===== config.mk =====
export PLATFORM = sky130hd
export DESIGN_NAME = port_clkstat
export DESIGN_NICKNAME = d
export VERILOG_FILES = /design/src/rtl/port_clkstat.sv
export SDC_FILE = /design/constraint.sdc
export NUM_CORES = 1
export LEC_CHECK = 0
export CORE_MARGIN = 4
export CORE_UTILIZATION = 32
export DETAILED_ROUTE_END_ITERATION = 8
export DONT_BUFFER_PORTS = 1
export GPL_TIMING_DRIVEN = 0
export PLACE_DENSITY = 0.55
export SYNTH_ARGS = -nofsm -noshare
export SYNTH_HDL_FRONTEND = slang
export SYNTH_SLANG_ARGS = --single-unit

===== constraint.sdc =====
create_clock -name clk -period 2.7 [get_ports clk]
set_input_delay 0 -clock clk [delete_from_list [all_inputs] [get_ports clk]]
set_output_delay 0 -clock clk [all_outputs]
set_load 0.01 [all_outputs]

===== src/rtl/port_clkstat.sv =====
// port_clkstat: PATLPP port that counts rising edges of the gated user clock
// (usr_clk, asynchronous to clk) and reports the count to the host.
//
// A query frame on the input port takes a snapshot of the edge counter. The
// port then answers with a 6-byte frame:
//   ID_BYTE, status {6'b0, act, ovf}, snapshot[31:24], [23:16], [15:8], [7:0]
// The eof byte of the query is the command: bit 0 = clear after read.
//
// Ports:
//   clk, rst           system clock; asynchronous active-low reset
//   en                 port select; gates acceptance of input bytes
//   in_data/in_sof/in_eof/in_src_rdy, in_dst_rdy     input frame handshake
//   out_data/out_sof/out_eof/out_src_rdy, out_dst_rdy response handshake
//   usr_clk            gated user clock to be counted (freq < clk/2)
module port_clkstat #(
  parameter int         SYNC_STAGES = 2,
  parameter logic [7:0] ID_BYTE     = 8'hC5
) (
  input  logic       clk,
  input  logic       rst,
  input  logic       en,
  input  logic [7:0] in_data,
  input  logic       in_sof,
  input  logic       in_eof,
  input  logic       in_src_rdy,
  output logic       in_dst_rdy,
  output logic [7:0] out_data,
  output logic       out_sof,
  output logic       out_eof,
  output logic       out_src_rdy,
  input  logic       out_dst_rdy,
  input  logic       usr_clk
);

  typedef enum logic {IDLE, SEND} state_t;

  state_t                 state, state_nxt;
  logic [2:0]             idx, idx_nxt;
  logic [SYNC_STAGES-1:0] sync_p0;
  logic                   hist_p1;
  logic                   rise;
  logic [31:0]            count;
  logic [31:0]            snapshot;
  logic [7:0]             status;
  logic                   ovf;
  logic                   act;
  logic                   alive;
  logic                   accept;
  logic                   query;
  logic                   unused_inputs;

  // Start-of-frame and upper command bits carry no meaning for this port.
  assign unused_inputs = ^{in_sof, in_data[7:1]};

  // usr_clk synchronizer chain, then one history flop for edge detection
  always_ff @(posedge clk or negedge rst) begin
    if (!rst) begin
      sync_p0 <= '0;
      hist_p1 <= 1'b0;
    end else begin
      sync_p0 <= {sync_p0[SYNC_STAGES-2:0], usr_clk};
      hist_p1 <= sync_p0[SYNC_STAGES-1];
    end
  end

  assign rise = sync_p0[SYNC_STAGES-1] & ~hist_p1;

  // Edge counter, sticky flags and query snapshot
  always_ff @(posedge clk or negedge rst) begin
    if (!rst) begin
      count    <= '0;
      ovf      <= 1'b0;
      act      <= 1'b0;
      snapshot <= '0;
      status   <= '0;
    end else begin
      if (query) begin
        // The snapshot excludes an edge seen in the query cycle; that edge
        // is carried into the counter and act so it is never lost.
        snapshot <= count;
        status   <= {6'b0, act, ovf};
        act      <= rise;
      end else if (rise) begin
        act <= 1'b1;
      end
      if (query && in_data[0]) begin
        count <= rise ? 32'd1 : 32'd0;
        ovf   <= 1'b0;
      end else if (rise) begin
        count <= count + 32'd1;
        if (count == 32'hFFFF_FFFF) ovf <= 1'b1;
      end
    end
  end

  // Control state register; alive holds in_dst_rdy low while in reset
  always_ff @(posedge clk or negedge rst) begin
    if (!rst) begin
      state <= IDLE;
      idx   <= '0;
      alive <= 1'b0;
    end else begin
      state <= state_nxt;
      idx   <= idx_nxt;
      alive <= 1'b1;
    end
  end

  // Next-state and handshake/output decode
  always_comb begin
    state_nxt   = state;
    idx_nxt     = idx;
    in_dst_rdy  = 1'b0;
    out_src_rdy = 1'b0;
    out_data    = 8'h00;
    out_sof     = 1'b0;
    out_eof     = 1'b0;
    accept      = 1'b0;
    query       = 1'b0;
    case (state)
      IDLE: begin
        in_dst_rdy = alive;
        accept     = en & in_src_rdy & alive;
        query      = accept & in_eof;
        if (query) begin
          state_nxt = SEND;
          idx_nxt   = 3'd0;
        end
      end
      SEND: begin
        out_src_rdy = 1'b1;
        out_sof     = (idx == 3'd0);
        out_eof     = (idx == 3'd5);
        case (idx)
          3'd0:    out_data = ID_BYTE;
          3'd1:    out_data = status;
          3'd2:    out_data = snapshot[31:24];
          3'd3:    out_data = snapshot[23:16];
          3'd4:    out_data = snapshot[15:8];
          default: out_data = snapshot[7:0];
        endcase
        if (out_dst_rdy) begin
          if (idx == 3'd5) begin
            state_nxt = IDLE;
            idx_nxt   = 3'd0;
          end else begin
            idx_nxt = idx + 3'd1;
          end
        end
      end
      default: state_nxt = IDLE;
    endcase
  end

endmodule


==> results of run 1 <==
==> sequential cells by signal (all words and copies together), names as in the netlist <==
| name | count |
|---|---|
| count | 32 |
| snapshot | 32 |
| idx | 3 |
| status | 2 |
| sync_p0 | 2 |
| act | 1 |
| alive | 1 |
| hist_p1 | 1 |
| ovf | 1 |
| state | 1 |
==> layer usage <==
layer	track usage (%)	share of wire, %	up-vias	wire (um)
met5	0	0	-	0
met4	8.043	1.8	0	167
met3	2.902	4.1	11	382
met2	22.77	47	53	4410
met1	19.54	47	1437	4338
li1	-	-	1353	-
==> synth_stat cells, types with 2 or more instances <==
cell type,instances,area share [%]
a21boi_0,4,0.80
a21o_1,2,0.40
a21oi_1,17,2.3
a222oi_1,7,1.9
and2_1,4,0.67
and3_1,4,0.67
and4_1,3,0.70
buf_4,2,0.40
buf_6,3,0.90
clkbuf_1,13,1.3
clkbuf_2,2,0.27
dfrtp_1,76,51
ha_1,2,0.67
inv_1,9,0.90
mux2_2,29,8.7
mux2i_1,9,2.4
nand2_1,43,4.3
nand2b_1,8,1.3
nand3_1,9,1.2
nand3b_1,2,0.40
nand4_1,8,1.3
nor2_1,12,1.2
nor2b_1,2,0.33
nor3_1,6,0.80
nor4_1,7,1.2
nor4b_1,2,0.47
o211ai_1,2,0.40
o21a_1,3,0.60
o21ai_0,15,2.0
o31ai_1,10,2.0
or3_1,3,0.50
or4_1,13,2.6
or4_2,2,0.47
xnor2_1,5,1.2
xor2_1,4,0.93
==> kinds of logic (layout without fill, tap and decap cells) <==
kind of cell | Yosys count | count (layout) | share of synthesized area [%]
AOI/OAI and AO/OA | 65 | 65 | 11.43
xor gates and xnor gates | 9 | 9 | 2.098
adders and majority gates | 2 | 2 | 0.6661
buffers and inverters | 29 | 49 | 3.764
DFF | 76 | 76 | 50.63
muxes | 38 | 38 | 11.09
other | 1 | 1 | 0.09984
and+or+nand+nor | 137 | 137 | 20.22
==> power by group <==
part / total, uW / internal, uW / switching (uW)
Clock: 1310 / 814 / 498
Combinational: 1020 / 425 / 596
Sequential: 1880 / 1480 / 402
==> repair_timing <==
action                     CTS  global route
setup endpoints to repair    0             0
hold buffers                 4             0
hold endpoints to repair    80             0
==> layout make-up <==
type | count | area [um^2] | area share (%)
multi-input cells | 252 | 1713 | 39.67
inverters | 9 | 33.78 | 0.7824
clock inverters | 7 | 100.1 | 2.318
plain buffers | 20 | 107.6 | 2.492
well taps | 143 | 178.9 | 4.144
flip-flops and latches | 76 | 1902 | 44.05
clock buffers | 9 | 225.2 | 5.216
repair buffers | 4 | 57.56 | 1.333
==> stage by stage <==
step / hold slack, ns / std cells / setup WS, ns / power [uW] / cell area (um^2)
6_report: 0.02082 / 520 / 0.3286 / 4214 / 4318
5_1_grt: 0.03532 / 520 / 0.1659 / 4487 / 4318
4_1_cts: 0.01537 / 520 / 0.3437 / 4250 / 4318
3_5_place_dp: -0.2924 / 500 / 0.3854 / 2893 / 3935
3_3_place_gp: -0.2923 / 500 / 0.3872 / 2853 / 3935
2_1_floorplan: -0.2956 / 357 / 0.7440 / 2525 / 3756
==> worst min path at each step <==
stage                   to        start  slack (ns)
global placement       ovf          rst       -0.29
floorplan              act          rst       -0.30
global route        idx[1]  out_dst_rdy        0.04
CTS                 idx[1]  out_dst_rdy        0.02
detailed placement     ovf          rst       -0.29
finish              idx[1]  out_dst_rdy        0.02
==> worst min-delay path: cells and delay by family <==
kind               cells  cell delay [ns]
AOI/OAI and AO/OA      3             0.32
==> reports/results.ini, run 1 <==
[critical_path]
path_class = reg2reg
crit_required_ns = 2.96
max_stage_delay_ns = 0.47
crit_cells = 7
slowest_stage = or4_1
crit_chain = ha_1 > nand3b_1 > or4_1 > clkbuf_1 > buf_6 > nor4_1 > mux2i_1
cp-start-kind = flip-flop
reg2regPathDepth = 7
cp_top_family = simple AND/OR/NAND/NOR gates
reg2reg_from = count[0]
crit_end = count[30]
crit_buf_inv = 2
crit_start = count[0]
regToRegSetupSlack_ns = 0.33
cp.arrival_ns = 2.63
rr_endpoint = count[30]
worstSetupEndpointType = flip-flop
path_max_fanout = 10

[synthesis]
yosysUniqueCellTypes = 50
ys_seq_elements = 76
post_synth.cell_area_avg_um2 = 10.52
async_flop_share_pct = 100.0
netlist_instances = 357
ys_seq_area_share_pct = 50.63
synthesis.area_mm2 = 0.003756
synth_edf_count = 0
syn_nets = 375
yosysWarnings = 0
synth_ff_type = dfrtp_1

[global_routing]
grt_max_degree = 77
grt_pass1_vias = 2855
antenna_found_initial = 0
grt_pass1_wl_mm = 15.06
grtUsageTotal_pct = 14.77
overflow = 0

[cts]
cts_tree = built
htreeDepth = 3
path_clk_slew_ns = 0.06
clkSinkCount = 76
cts.repair.resized = 0
clkLatencyLatePin_ns = 0.34
post_cts_buffers = 0
clockBufferDepth = 2
root_buffer = clkbuf_16
numCtsBuffers = 9

[finish]
fin_nets = 390
layout_common_cells = dfrtp_1, nand2_1, mux2_2
syn_to_final_growth_pct = 14.96
drive_above_1_share_pct = 16.18
final_common_cell = dfrtp_1
fillers = 1113
antenna_cells = 0
fin_util_pct = 37.65

[status]
status = finished, final reports clean

[drt]
vias = 2854
viasPerCell = 5.488
finalWirelength_mm = 9.298
route.detailed.drc = 0
drt_iter0_markers = 249
post_drt_wl_per_cell_um = 17.88
antenna_left = 0
first_pass_iters = 5

[power]
vdd_ir_drop_max_mv = 0.5341
leakagePower_uw = 0.001749
p_per_area_mw_per_mm2 = 975.9

[timing]
min_period_over_period_pct = 87.83
max_freq_mhz = 421.7
min_period_ns = 2.371
worst_slew_pin_slew_ns = 0.7915
setup_viol = 0
max_slew_margin_pct = 46.83
slew_viol_final = 0
hold_viol_final = 0
finClkSkew_ns = 0.006678
final.setup.tns_ns = 0
rsz0062_at_grt = no

[min_path]
hold_path.class = in2reg
hold_depth = 3

[floorplan]
rows = 39
core_mm2 = 0.01147
die_area_mm2 = 0.01354
start_util_pct = 32.76
ioPinCount = 28
die_h_um = 116.3
die_w_um = 116.3

[run]
maxCapViolCount = 0

[placement]
gp_congestion = 0.8430
dp_hpwl_mm = 6.770
portBuffers = 0

Power figures use the tool's default switching activity.
==> run 2, diff against run 1 <==
--- a/config.mk
+++ b/config.mk
@@ -5,12 +5,13 @@
 export SDC_FILE = /design/constraint.sdc
 export NUM_CORES = 1
 export LEC_CHECK = 0
+export ABC_AREA = 1
 export CORE_MARGIN = 4
-export CORE_UTILIZATION = 32
+export CORE_UTILIZATION = 60
 export DETAILED_ROUTE_END_ITERATION = 8
 export DONT_BUFFER_PORTS = 1
 export GPL_TIMING_DRIVEN = 0
-export PLACE_DENSITY = 0.55
+export PLACE_DENSITY = 0.85
 export SYNTH_ARGS = -nofsm -noshare
 export SYNTH_HDL_FRONTEND = slang
 export SYNTH_SLANG_ARGS = --single-unit
==> constraint.sdc (replaced) <==
create_clock -name clk -period 2.7 [get_ports clk]
set_input_delay 0.27 -clock clk [delete_from_list [all_inputs] [get_ports clk]]
set_output_delay 0.27 -clock clk [all_outputs]
set_load 0.01 [all_outputs]
==> reports/results.ini, run 2 <==
[drt]
post_drt_wl_per_cell_um = 15.41  ; was 17.88 um
vias = 3643  ; was 2854
drt_iter0_markers = 311  ; was 249
finalWirelength_mm = 9.725  ; was 9.298 mm
route.detailed.drc = 0  ; unchanged
viasPerCell = 5.773  ; was 5.488
antenna_left = 0  ; unchanged
first_pass_iters = 7  ; was 5

[synthesis]
yosysUniqueCellTypes = 32  ; was 50
yosysWarnings = 0  ; unchanged
synth-simple-area-share_pct = 35.26  ; was 20.22%
yosysMostFrequentCell = nand2_1  ; was dfrtp_1
ys_top_cells_by_area = dfrtp_1, nand2_1, nor2_1  ; was dfrtp_1, mux2_2, nand2_1
synthesis.area_mm2 = 0.003995  ; was 0.003756 mm^2
synthDominantCellAreaShare_pct = 47.60  ; was 50.63%
ys_seq_elements = 76  ; unchanged
synth_compound_area_share_pct = 8.894  ; was 11.43%
async_flop_share_pct = 100.0  ; unchanged
synth_top_cell_by_area = dfrtp_1  ; unchanged
synth_fa_ha_area_share_pct = 0.6264  ; was 0.6662%
synth_mux_area_share_pct = 0  ; was 11.09%
synth_edf_count = 0  ; unchanged
synth_commonest_cells = nand2_1, nor2_1, dfrtp_1, inv_1, o21ai_0  ; was dfrtp_1, nand2_1, mux2_2, a21oi_1, o21ai_0
synth_top_family_by_area = simple AND/OR/NAND/NOR gates  ; unchanged
ys_seq_area_share_pct = 47.60  ; was 50.63%
netlist_instances = 535  ; was 357
syn_nets = 553  ; was 375
synth_ff_type = dfrtp_1  ; unchanged
post_synth.cell_area_avg_um2 = 7.467  ; was 10.52 um^2
synth-xor-area-share_pct = 0.6577  ; was 2.099%

[cts]
htreeDepth = 3  ; unchanged
path_clk_slew_ns = 0.09  ; was 0.06 ns
numCtsBuffers = 9  ; unchanged
cts_hold_buf = 3  ; was 4
cts_tree = built  ; unchanged
root_buffer = clkbuf_8  ; was clkbuf_16
cts.repair.resized = 0  ; unchanged
post_cts_buffers = 0  ; unchanged
clockBufferDepth = 2  ; unchanged
clkLatencyLatePin_ns = 0.36  ; was 0.34 ns
clkSinkCount = 76  ; unchanged

[power]
p_sw_uw = 1463  ; was 1495 uW
pwr-share-seq_pct = 49.6  ; was 44.6%
leakagePower_uw = 0.002041  ; was 0.001749 uW
p_comb_share_pct = 28.4  ; was 24.2%
swShare_pct = 40.35  ; was 35.49%
p_total_uw = 3625  ; was 4214 uW
p_per_area_mw_per_mm2 = 840.0  ; was 975.9 mW/mm^2
vdd_ir_drop_max_mv = 0.2764  ; was 0.5341 mV
clockPowerShare_pct = 22.1  ; was 31.1%
p_int_uw = 2162  ; was 2718 uW

[timing]
final.setup.tns_ns = 0  ; unchanged
setup_viol = 0  ; unchanged
max_freq_mhz = 410.7  ; was 421.7 MHz
worst_slew_pin_slew_ns = 0.5217  ; was 0.7915 ns
rsz0062_at_grt = no  ; unchanged
hold_viol_final = 0  ; unchanged
slew_viol_final = 0  ; unchanged
finClkSkew_ns = 0.008984  ; was 0.006678 ns
max_slew_margin_pct = 65.22  ; was 46.83%
min_period_over_period_pct = 90.19  ; was 87.83%
min_period_ns = 2.435  ; was 2.371 ns

[critical_path]
cp-start-kind = flip-flop  ; unchanged
reg2reg_from = state  ; was count[0]
max_stage_delay_ns = 0.45  ; was 0.47 ns
cp_top_family = flip-flops  ; was simple AND/OR/NAND/NOR gates
crit_chain = inv_1 > ha_1 > inv_1 > nand3_1 > nand2_1 > inv_1 > a31oi_1  ; was ha_1 > nand3b_1 > or4_1 > clkbuf_1 > buf_6 > nor4_1 > mux2i_1
cp.arrival_ns = 2.16  ; was 2.63 ns
path_max_fanout = 7  ; was 10
worstSetupEndpointType = output port  ; was flip-flop
slowest_stage = dfrtp_1  ; was or4_1
path_class = reg2out  ; was reg2reg
crit_start = idx[2]  ; was count[0]
crit_top_cell = inv_1
crit_buf_inv = 3  ; was 2
crit_required_ns = 2.43  ; was 2.96 ns

[global_routing]
use_met1_pct = 35.87  ; was 19.54%
grt_pass1_wl_mm = 16.06  ; was 15.06 mm
use_met2_pct = 42.55  ; was 22.77%
overflow = 0  ; unchanged
grtUsageTotal_pct = 26.63  ; was 14.77%
grtUsageMet3_pct = 4.927  ; was 2.902%
antenna_found_initial = 0  ; unchanged
top_usage_layer = met2  ; unchanged
grt_pass1_vias = 3350  ; was 2855
grt_max_degree = 77  ; unchanged

[run]
maxCapViolCount = 0  ; unchanged

[floorplan]
start_util_pct = 62.21  ; was 32.76%
ioPinCount = 28  ; unchanged
rows = 29  ; was 39
die_w_um = 89.60  ; was 116.3 um
core_mm2 = 0.006422  ; was 0.01147 mm^2
die_area_mm2 = 0.008028  ; was 0.01354 mm^2
die_h_um = 89.60  ; was 116.3 um

[finish]
syn_to_final_growth_pct = 8.018  ; was 14.96%
multi_input_area_mm2 = 0.001819  ; was 0.001713 mm^2
seqCellArea_mm2 = 0.001902  ; unchanged
fillers = 529  ; was 1113
instances_no_fill = 631  ; was 520
fin_nets = 567  ; was 390
final_common_cell = nand2_1  ; was dfrtp_1
largestRegisters = count (32), snapshot (32), idx (3)  ; unchanged
drive_above_1_share_pct = 9.206  ; was 16.18%
layout_common_cells = nand2_1, nor2_1, dfrtp_1  ; was dfrtp_1, nand2_1, mux2_2
fin_util_pct = 67.19  ; was 37.65%
antenna_cells = 0  ; unchanged

[placement]
placedCellCount = 612  ; was 500
dp_hpwl_mm = 7.141  ; was 6.770 mm
gp_congestion = 0.9088  ; was 0.8430
portBuffers = 0  ; unchanged

[min_path]
hold_path.class = in2reg  ; unchanged
min_from = out_dst_rdy  ; unchanged

[status]
status = finished, final reports clean  ; unchanged

==> run 2: cells by family after synthesis <==
group                    after synthesis
AND/OR/NAND/NOR                      322
flip-flops                            76
AO/OA/AOI/OAI                         68
buffers and inverters                 63
XOR/XNOR                               3
adder cells (fa/ha/maj)                2
other                                  1
==> run 2: routing by layer <==
| metal | routed length [um] | vias to the layer above |
|---|---|---|
| li1 | - | 1715 |
| met1 | 4226 | 1735 |
| met2 | 4496 | 167 |
| met3 | 738 | 26 |
| met4 | 265 | 0 |
| met5 | 0 | - |
==> run 2: final cells by class <==
class	count	share of cell area, %
clock buffer	10	2.957
multi-input combinational	396	42.16
buffer	11	1.827
inverter	52	4.523
timing repair buffer	3	1.102
clock inverter	6	1.131
sequential	76	44.07
tap	77	2.233
==> run 2: through the flow <==
| stage | worst slack (ns) | area [um^2] | hold slack [ns] |
|---|---|---|---|
| global route | 0.08841 | 4315 | 0.07875 |
| global placement | 0.7371 | 4091 | -0.02401 |
| floorplan | 0.9525 | 3995 | -0.02559 |
| detailed placement | 0.6951 | 4091 | -0.02393 |
| finish | 0.2650 | 4315 | 0.07520 |
| CTS | 0.3013 | 4315 | 0.06755 |
==> run 2: worst paths after layout <==
check / end / slack (ns) / cells past startpoint
setup / recovery: out_data[2] / 0.27 / 7
hold / removal: state / 0.08 / 3
setup reg to reg: snapshot[9] / 1.06 / 6
hold reg to reg: sync_p0[1] / 0.35 / 0
max in group asynchronous: snapshot[18] / 1.95 / 2
min in group asynchronous: idx[0] / 0.45 / 2
==> run 2: tightest hold or removal path: cells and delay by family <==
family | cells | cell delay [ns]
AND/OR/NAND/NOR | 3 | 0.14
==> run 2: power by group through the flow <==
stage                     clock network [uW]  registers [uW]  logic [uW]
after floorplan                            0            1700         790
after global placement                     0            1790         939
after detailed placement                   0            1800         985
after CTS                                809            1780        1030
after global routing                     868            1830        1180
final                                    800            1800        1030
